`src/rtl/ddr_req_scheduler.sv`:
```
// DDR2 request scheduler: arbitrates ring ops against display reads, tags each read and
// steers returned RB data to the display or the ring. Define DDR_SCHED_STATS_EN for issue counters.
module ddr_req_scheduler #(
    parameter int MAX_OUT      = 8,
    parameter int STARVE_LIMIT = 4
) (
    input  logic         clock,
    input  logic         reset,
    input  logic         op_empty,
    input  logic [31:0]  op_word,
    input  logic [3:0]   op_dest,
    output logic         op_rd,
    input  logic         wd_empty,
    input  logic [127:0] wd_data,
    output logic         wd_rd,
    input  logic         dc_req,
    input  logic [25:0]  dc_addr,
    output logic         dc_ack,
    output logic         af_wr,
    output logic [25:0]  af_addr,
    output logic         af_read,
    input  logic         af_full,
    output logic         wb_wr,
    output logic [127:0] wb_data,
    input  logic         wb_full,
    input  logic         rb_empty,
    input  logic [127:0] rb_data,
    output logic         rb_rd,
    output logic         dc_rd_valid,
    output logic [127:0] dc_rd_data,
    output logic [31:0]  rd_return,
    output logic [3:0]   rd_dest,
    output logic         err_orphan,
    output logic [31:0]  stat_reads,
    output logic [31:0]  stat_writes
);

    localparam int PW = $clog2(MAX_OUT);
    localparam int CW = $clog2(MAX_OUT + 1);
    localparam int SW = $clog2(STARVE_LIMIT + 1);

    localparam logic [1:0] R_IDLE = 2'd0;
    localparam logic [1:0] R_DC   = 2'd1;
    localparam logic [1:0] R_RING = 2'd2;

    logic [CW-1:0]  outstanding;
    logic [SW-1:0]  starveCnt;
    logic [3:0]     tagMem [MAX_OUT];
    logic [PW-1:0]  wrPtr;
    logic [PW-1:0]  rdPtr;
    logic [1:0]     retState;
    logic [1:0]     wordIdx;
    logic [127:0]   retData;
    logic [3:0]     retTag;

    logic canRead, dcElig, ringRdElig, ringWrElig, ringElig;
    logic starveHit, ringGrant, dcGrant, ringWrGrant, tagPush, tagPop;
    logic unusedOpBits;

    assign unusedOpBits = ^op_word[31:27];

    assign canRead    = outstanding < CW'(MAX_OUT);
    assign dcElig     = dc_req & ~af_full & canRead;
    assign ringRdElig = ~op_empty & op_word[26] & ~af_full & canRead;
    assign ringWrElig = ~op_empty & ~op_word[26] & ~wd_empty & ~af_full & ~wb_full;
    assign ringElig   = ringRdElig | ringWrElig;
    assign starveHit  = starveCnt == SW'(STARVE_LIMIT);

    // Ring yields to display only until the display has had its run of grants
    assign ringGrant   = ringElig & (~dcElig | starveHit);
    assign dcGrant     = dcElig & ~ringGrant;
    assign ringWrGrant = ringGrant & ~op_word[26];
    assign tagPush     = (ringGrant & op_word[26]) | dcGrant;
    assign tagPop      = (retState == R_IDLE) & ~rb_empty & (outstanding != '0);

    assign op_rd  = ringGrant;
    assign wd_rd  = ringWrGrant;
    assign dc_ack = dcGrant;
    assign rb_rd  = tagPop;

    always_ff @(posedge clock) begin
        if (reset) begin
            af_wr   <= 1'b0;
            af_addr <= '0;
            af_read <= 1'b0;
            wb_wr   <= 1'b0;
            wb_data <= '0;
        end else begin
            af_wr <= ringGrant | dcGrant;
            wb_wr <= ringWrGrant;
            if (ringGrant) begin
                af_addr <= op_word[25:0];
                af_read <= op_word[26];
            end else if (dcGrant) begin
                af_addr <= dc_addr;
                af_read <= 1'b1;
            end
            if (ringWrGrant)
                wb_data <= wd_data;
        end
    end

    always_ff @(posedge clock) begin
        if (reset)
            starveCnt <= '0;
        else if (ringGrant || !ringElig)
            starveCnt <= '0;
        else if (dcGrant && !starveHit)
            starveCnt <= starveCnt + SW'(1);
    end

    // Tag 0 marks a display read; ring reads carry their nonzero source id
    always_ff @(posedge clock) begin
        if (tagPush)
            tagMem[wrPtr] <= dcGrant ? 4'd0 : op_dest;
    end

    always_ff @(posedge clock) begin
        if (reset) begin
            wrPtr       <= '0;
            rdPtr       <= '0;
            outstanding <= '0;
        end else begin
            if (tagPush)
                wrPtr <= wrPtr + PW'(1);
            if (tagPop)
                rdPtr <= rdPtr + PW'(1);
            if (tagPush && !tagPop)
                outstanding <= outstanding + CW'(1);
            else if (!tagPush && tagPop)
                outstanding <= outstanding - CW'(1);
        end
    end

    always_ff @(posedge clock) begin
        if (reset) begin
            retState   <= R_IDLE;
            wordIdx    <= '0;
            retData    <= '0;
            retTag     <= '0;
            err_orphan <= 1'b0;
        end else begin
            case (retState)
                R_IDLE: begin
                    if (tagPop) begin
                        retData  <= rb_data;
                        retTag   <= tagMem[rdPtr];
                        wordIdx  <= '0;
                        retState <= (tagMem[rdPtr] == 4'd0) ? R_DC : R_RING;
                    end else if (!rb_empty) begin
                        err_orphan <= 1'b1;
                    end
                end
                R_DC: retState <= R_IDLE;
                R_RING: begin
                    wordIdx <= wordIdx + 2'd1;
                    if (wordIdx == 2'd3)
                        retState <= R_IDLE;
                end
                default: retState <= R_IDLE;
            endcase
        end
    end

    assign dc_rd_valid = retState == R_DC;
    assign dc_rd_data  = retData;
    assign rd_return   = (retState == R_RING) ? retData[{wordIdx, 5'd0} +: 32] : 32'd0;
    assign rd_dest     = (retState == R_RING) ? retTag : 4'd0;

`ifdef DDR_SCHED_STATS_EN
    always_ff @(posedge clock) begin
        if (reset) begin
            stat_reads  <= '0;
            stat_writes <= '0;
        end else begin
            if (tagPush)
                stat_reads <= stat_reads + 32'd1;
            if (ringWrGrant)
                stat_writes <= stat_writes + 32'd1;
        end
    end
`else
    assign stat_reads  = 32'd0;
    assign stat_writes = 32'd0;
`endif

endmodule
```
`config.mk`:
```
export PLATFORM = sky130hd
export DESIGN_NAME = ddr_req_scheduler
export DESIGN_NICKNAME = d
export VERILOG_FILES = /design/src/rtl/ddr_req_scheduler.sv
export SDC_FILE = /design/constraint.sdc
export NUM_CORES = 1
export LEC_CHECK = 0
export CORE_AREA = 2 2 283 285
export DETAILED_ROUTE_END_ITERATION = 10
export DIE_AREA = 0 0 285 287
export GPL_TIMING_DRIVEN = 0
export PLACE_DENSITY_LB_ADDON = 0.25
export SYNTH_ARGS = -nofsm -noshare
export SYNTH_HDL_FRONTEND = slang
export SYNTH_SLANG_ARGS = --single-unit
```
`constraint.sdc`:
```
create_clock -name clock -period 5.55 [get_ports clock]
set_clock_uncertainty 0.05 [all_clocks]
set_input_delay 0.8325 -clock clock [delete_from_list [all_inputs] [get_ports clock]]
set_output_delay 0.8325 -clock clock [all_outputs]
set_load 0.05 [all_outputs]
```
## Yosys cells after proc, flatten, opt, wreduce, memory -nomap -nowiden

Memories as Yosys holds them, arrays and structs flattened. A register that Yosys moved wholly into a read port is not among the register bits.
Index checks and enable logic that the tools add are counted.

- Bits in registers: 307
- Latch bits: 0
- Bits in writable memories: 32
- Bits in read-only memories: 0
- Input port bits: 326
- Logic and storage cells: 95
- Memories kept: 1

Memories:

| memory | depth | bits a word | rd ports | clocked after Yosys merged registers in | wr ports | RTL line | RTL |
|---|---|---|---|---|---|---|---|
| tagMem | 8 | 4 | 1 | 1 | 1 | 48 | `logic [3:0] tagMem [MAX_OUT];` |

- Add/sub/neg operators: 6
- Multipliers: 0
- Div/mod/pow operators: 0
- $lt $le $gt $ge: 1
- Equal/unequal tests: 6
- Shift-type cells: 1
- Multiplexer cells: 19
- Bitwise operators: 28
- Reduce and logical (&&, ||, !) cells: 19

Operators with widths:

| cell | count |
|---|---|
| variable part select 128 x 8 -> 32 bit | 1 |
| 2-to-1 mux 26 bit | 2 |
| 2-to-1 mux 32 bit | 1 |
| 2-to-1 mux 4 bit | 4 |
| bitwise AND 1 bit | 15 |
| adder 3 x 1 -> 3 bit, second input constant | 3 |
| inverter 1 bit | 9 |
| 2-to-1 mux 2 bit | 4 |
| one-hot mux 2 bit (2 select lines) | 2 |
| 2-to-1 mux 3 bit | 2 |
| AND reduction 2 bit | 3 |
| nonzero test 2 bit | 3 |
| adder 4 x 1 -> 4 bit, second input constant | 1 |
| == test 2 bit, second input constant | 2 |
| zero test 1 bit | 4 |
| zero test 4 bit | 1 |
| less-than comparator 4 bit, second input constant | 1 |
| 2-to-1 mux 1 bit | 4 |
| inequality test 2 bit, second input constant | 2 |
| OR 1 bit | 4 |
| nonzero test 4 bit | 1 |
| subtractor 4 x 1 -> 4 bit, second input constant | 1 |
| == test 3 bit, second input constant | 1 |
| logical AND 1 bit | 3 |
| 6 further kinds | 6 |

## Logic depth before layout (Yosys ltp)

- Word-level depth: 14
- Gate-level depth with buffers: 13
- Gate-level depth less buffers: 13

## Least setup slack after synthesis

No wires, ideal clock.

- Path type: input to output
- Start: in op_word[26]
- End: out wd_rd
- Arrival: 2.214 ns
- Path slack: 2.454 ns
- Stages on the path: 6
- Path through: nor3_1 > o221ai_2 > or2_1 > buf_2 > inv_2 > clkbuf_1

- Cells in the longest elaborated chain, start to end: 8

RTL lines:

| item | RTL line | RTL |
|---|---|---|
| start: declaration | 10 | `input logic [31:0] op_word,` |
| inverter 1 bit | 65, 72 |  |
| bitwise AND 1 bit (4 in a row) | 65 | `assign ringWrElig = ~op_empty & ~op_word[26] & ~wd_empty & ~af_full & ~wb_full;` |
| OR 1 bit | 66 | `assign ringElig = ringRdElig \| ringWrElig;` |
| bitwise AND 1 bit | 70 | `assign ringGrant = ringElig & (~dcElig \| starveHit);` |
| bitwise AND 1 bit (*) | 72 | `assign ringWrGrant = ringGrant & ~op_word[26];` |
| end: declaration | 15 | `output logic wd_rd,` |

Every way passes the cells marked *; elsewhere a longest branch is shown, timed or not.

## Worst setup path in the final report

Same ends and word-level chain as after synthesis.

==> flow_summary.ini <==
[outcome]
status = completed

[routing]
wirelength_mm = 65.9
drt-vias-per-instance = 4.03
number_of_design_rule_violations_left_after_detail_routing = 0
detailroute.via_count = 13600
routedWlPerCell_um = 19.5
drt_pre_antenna_iters = 5
drt_first_iter_violations = 704
ant_nets = 0

[global_route]
grt_util_all_layers_pct = 15.3
grt_overflow = 0
first_global_vias = 13700
grt_antenna_before_repair = 7
gr-usage-met2_pct = 26.2
grt_met1_usage_pct = 18.1
met3_usage_pct = 4.40
grt.busiest_layer = met2
grt_start_max_net_pins = 13
grt_first_pass_wirelength_mm = 93.0

[sta]
slew_violations = 0
finalHoldViolations = 0
timing.fmax_ghz = 0.217
grt_setup_unrepaired = no
worst-slew-pin-transition_ps = 1010
period_share_pct = 83.1
min_period_ps = 4610
timing.final.setup_violations = 0
worst_slew_margin_rel_pct = 32.7
finalWorstSetupSlack_ps = 938
fin_tns_setup_ps = 0

[cells_and_area]
multi_input_comb_area_mm2 = 0.00579
layout-area-overhead-vs-synth_pct = 68.4
fillCellCount = 8365
final_core_util_pct = 29.6
layout-drive-gt1-share_pct = 9.50
layout.nets = 2627
seqCellArea_mm2 = 0.00717
fin_cells = 3379

[synthesis]
synth_warn = 0
postSynthCellCount = 1536
postSynthRegisterBits = 342
seq_area_frac_synth_pct = 51.9
total_standard_cell_area_after_synthesis_mm2 = 0.0138
synth.largest_area_cell = dfxtp_1
synthDominantCellAreaShare_pct = 45.0
yosys-top-cells-area = dfxtp_1 45%, nand2_1 14%, a21oi_1 9.6%
post_synth.cell_area_avg_um2 = 8.98
synthDistinctLibCells = 42
synth-async-reset-ratio_pct = 0
synth-edff-count = 32
synth_ff_type = dfxtp_1

[setup_path]
cp_data_arrival_time_ps = 3730
criticalPathCategory = input pin to output port
startpoint_type = input pin
setup.worst_path.end_class = output port
critical_path_required_ps = 4670
worst-path-max-fanout = 10

[clock_tree]
clkSinkCount = 342
cts.repair_timing.setup_buffer_count = 0
total_cts_buffers = 44
post_cts.resized_instances = 0
cts_hold_repair.buffers = 0
clock_insertion_delay_worst_skew_ps = 560
cts.path.max_buffers = 3
clock_tree.root_cell = clkbuf_16
clk_pin_slew_ps = 60
cts_tree = yes
clock_tree.htree_level_count = 2

[pwr]
vdd.ir_drop.worst_mv = 0.183
post-layout-total-power_uw = 9520
power.density_mw_per_mm2 = 410
power.static_leakage_uw = 0.00835

[floorplanning]
io_pins = 717
core_mm2 = 0.0786
die_w_um = 285
core.rowCount = 103
die-area_mm2 = 0.0818
die_y_um = 287
effective_utilization_at_floorplan_pct = 17.5

[placed_design]
numPlacedInstances = 3296
dp_slack_ps = 884
hpwl_mm = 53.1
gp_congestion = 0.911
portBuffers = 647

[min_path]
hold_path_class = flop to flop

[run]
max-cap-violations = 0
==> state kept, by name, indices dropped and copies added (netlist names), named ones only <==
signal and count:
dc_rd_data 128, wb_data 128, tagMem 32, af_addr 26, outstanding 4, retTag 4
rdPtr 3, starveCnt 3, wrPtr 3, retState 2, wordIdx 2, af_read 1
af_wr 1, err_orphan 1, wb_wr 1
==> worst paths after layout <==
check	from	to	slack, ps	depth (start not counted)
setup / recovery	op_word[26]	wd_rd	940	8
hold / removal	starveCnt[0]	starveCnt[0]	400	1
setup reg to reg	outstanding[3]	outstanding[3]	2140	12
hold reg to reg	starveCnt[0]	starveCnt[0]	400	1
==> layout make-up <==
type	instances	share of cell area, %
sequential	342	30.8
timing repair buffer	647	27.9
multi-input combinational	1070	24.9
tap	1050	5.65
clock buffer	62	5.47
buffer	178	4.50
clock inverter	18	0.592
inverter	9	0.145
antenna	3	0.0323
==> placed cells by master (no fill, tap or decap), types with 8 or more instances in the layout <==
master	Yosys	routed
mux2i_1	32	32
buf_2	28	28
clkbuf_1	65	74
clkbuf_16	0	45
clkdlybuf4s50_1	0	647
nand2_1	522	522
mux4_2	40	40
clkbuf_8	0	8
nor2_1	24	24
conb_1	1	64
dfxtp_1	310	310
buf_6	11	11
buf_4	69	69
edfxtp_1	32	32
o2bb2ai_1	27	27
ha_1	8	8
and2_1	41	41
a21oi_1	264	264
==> per-layer routing <==
| layer | wire length (µm) | up-vias |
|---|---|---|
| li1 | - | 6512 |
| met1 | 26500 | 6397 |
| met2 | 32100 | 579 |
| met3 | 5060 | 114 |
| met4 | 2270 | 4 |
| met5 | 22 | - |
==> stage by stage <==
step,instance area (µm²),hold slack [ps]
finish,23200,396
global route,23200,416
CTS,23200,404
detailed placement,21800,391
global placement,21800,377
floorplan,14000,367
==> cell usage after synthesis (4+ instances only) <==
cell type	count
nand2_1	522
dfxtp_1	310
a21oi_1	264
buf_4	69
clkbuf_1	65
and2_1	41
mux4_2	40
edfxtp_1	32
mux2i_1	32
buf_2	28
o2bb2ai_1	27
nor2_1	24
buf_6	11
ha_1	8
inv_1	7
nand2b_1	7
buf_1	5
nor3_1	5
a211oi_1	4
nor3b_1	4
xnor2_1	4
==> critical path, cell delays in order <==
cell,delay [ps]
clkdlybuf4s50_1,480
nor3_1,320
o221ai_2,140
or2_1,230
buf_2,170
inv_2,110
clkbuf_1,500
clkdlybuf4s50_1,930
==> where the power goes <==
part	leakage, µW	switching, µW	internal (µW)	total, µW
logic	0.00485	2350	1220	3580
clock network	0.000688	1140	1640	2790
registers	0.00281	327	2830	3160
total	0.00835	3830	5700	9520
==> kinds of logic after synthesis <==
group	after synthesis	synth area share, %
xor gates and xnor gates	7	0.444
buffers and inverters	187	7.82
DFF	342	51.9
other	1	0.0272
adders and majority gates	9	0.871
and+or+nand+nor	615	18.0
AOI/OAI and AO/OA	303	12.0
muxes	72	8.85
Note: power is estimated with default switching activity, not from simulation.
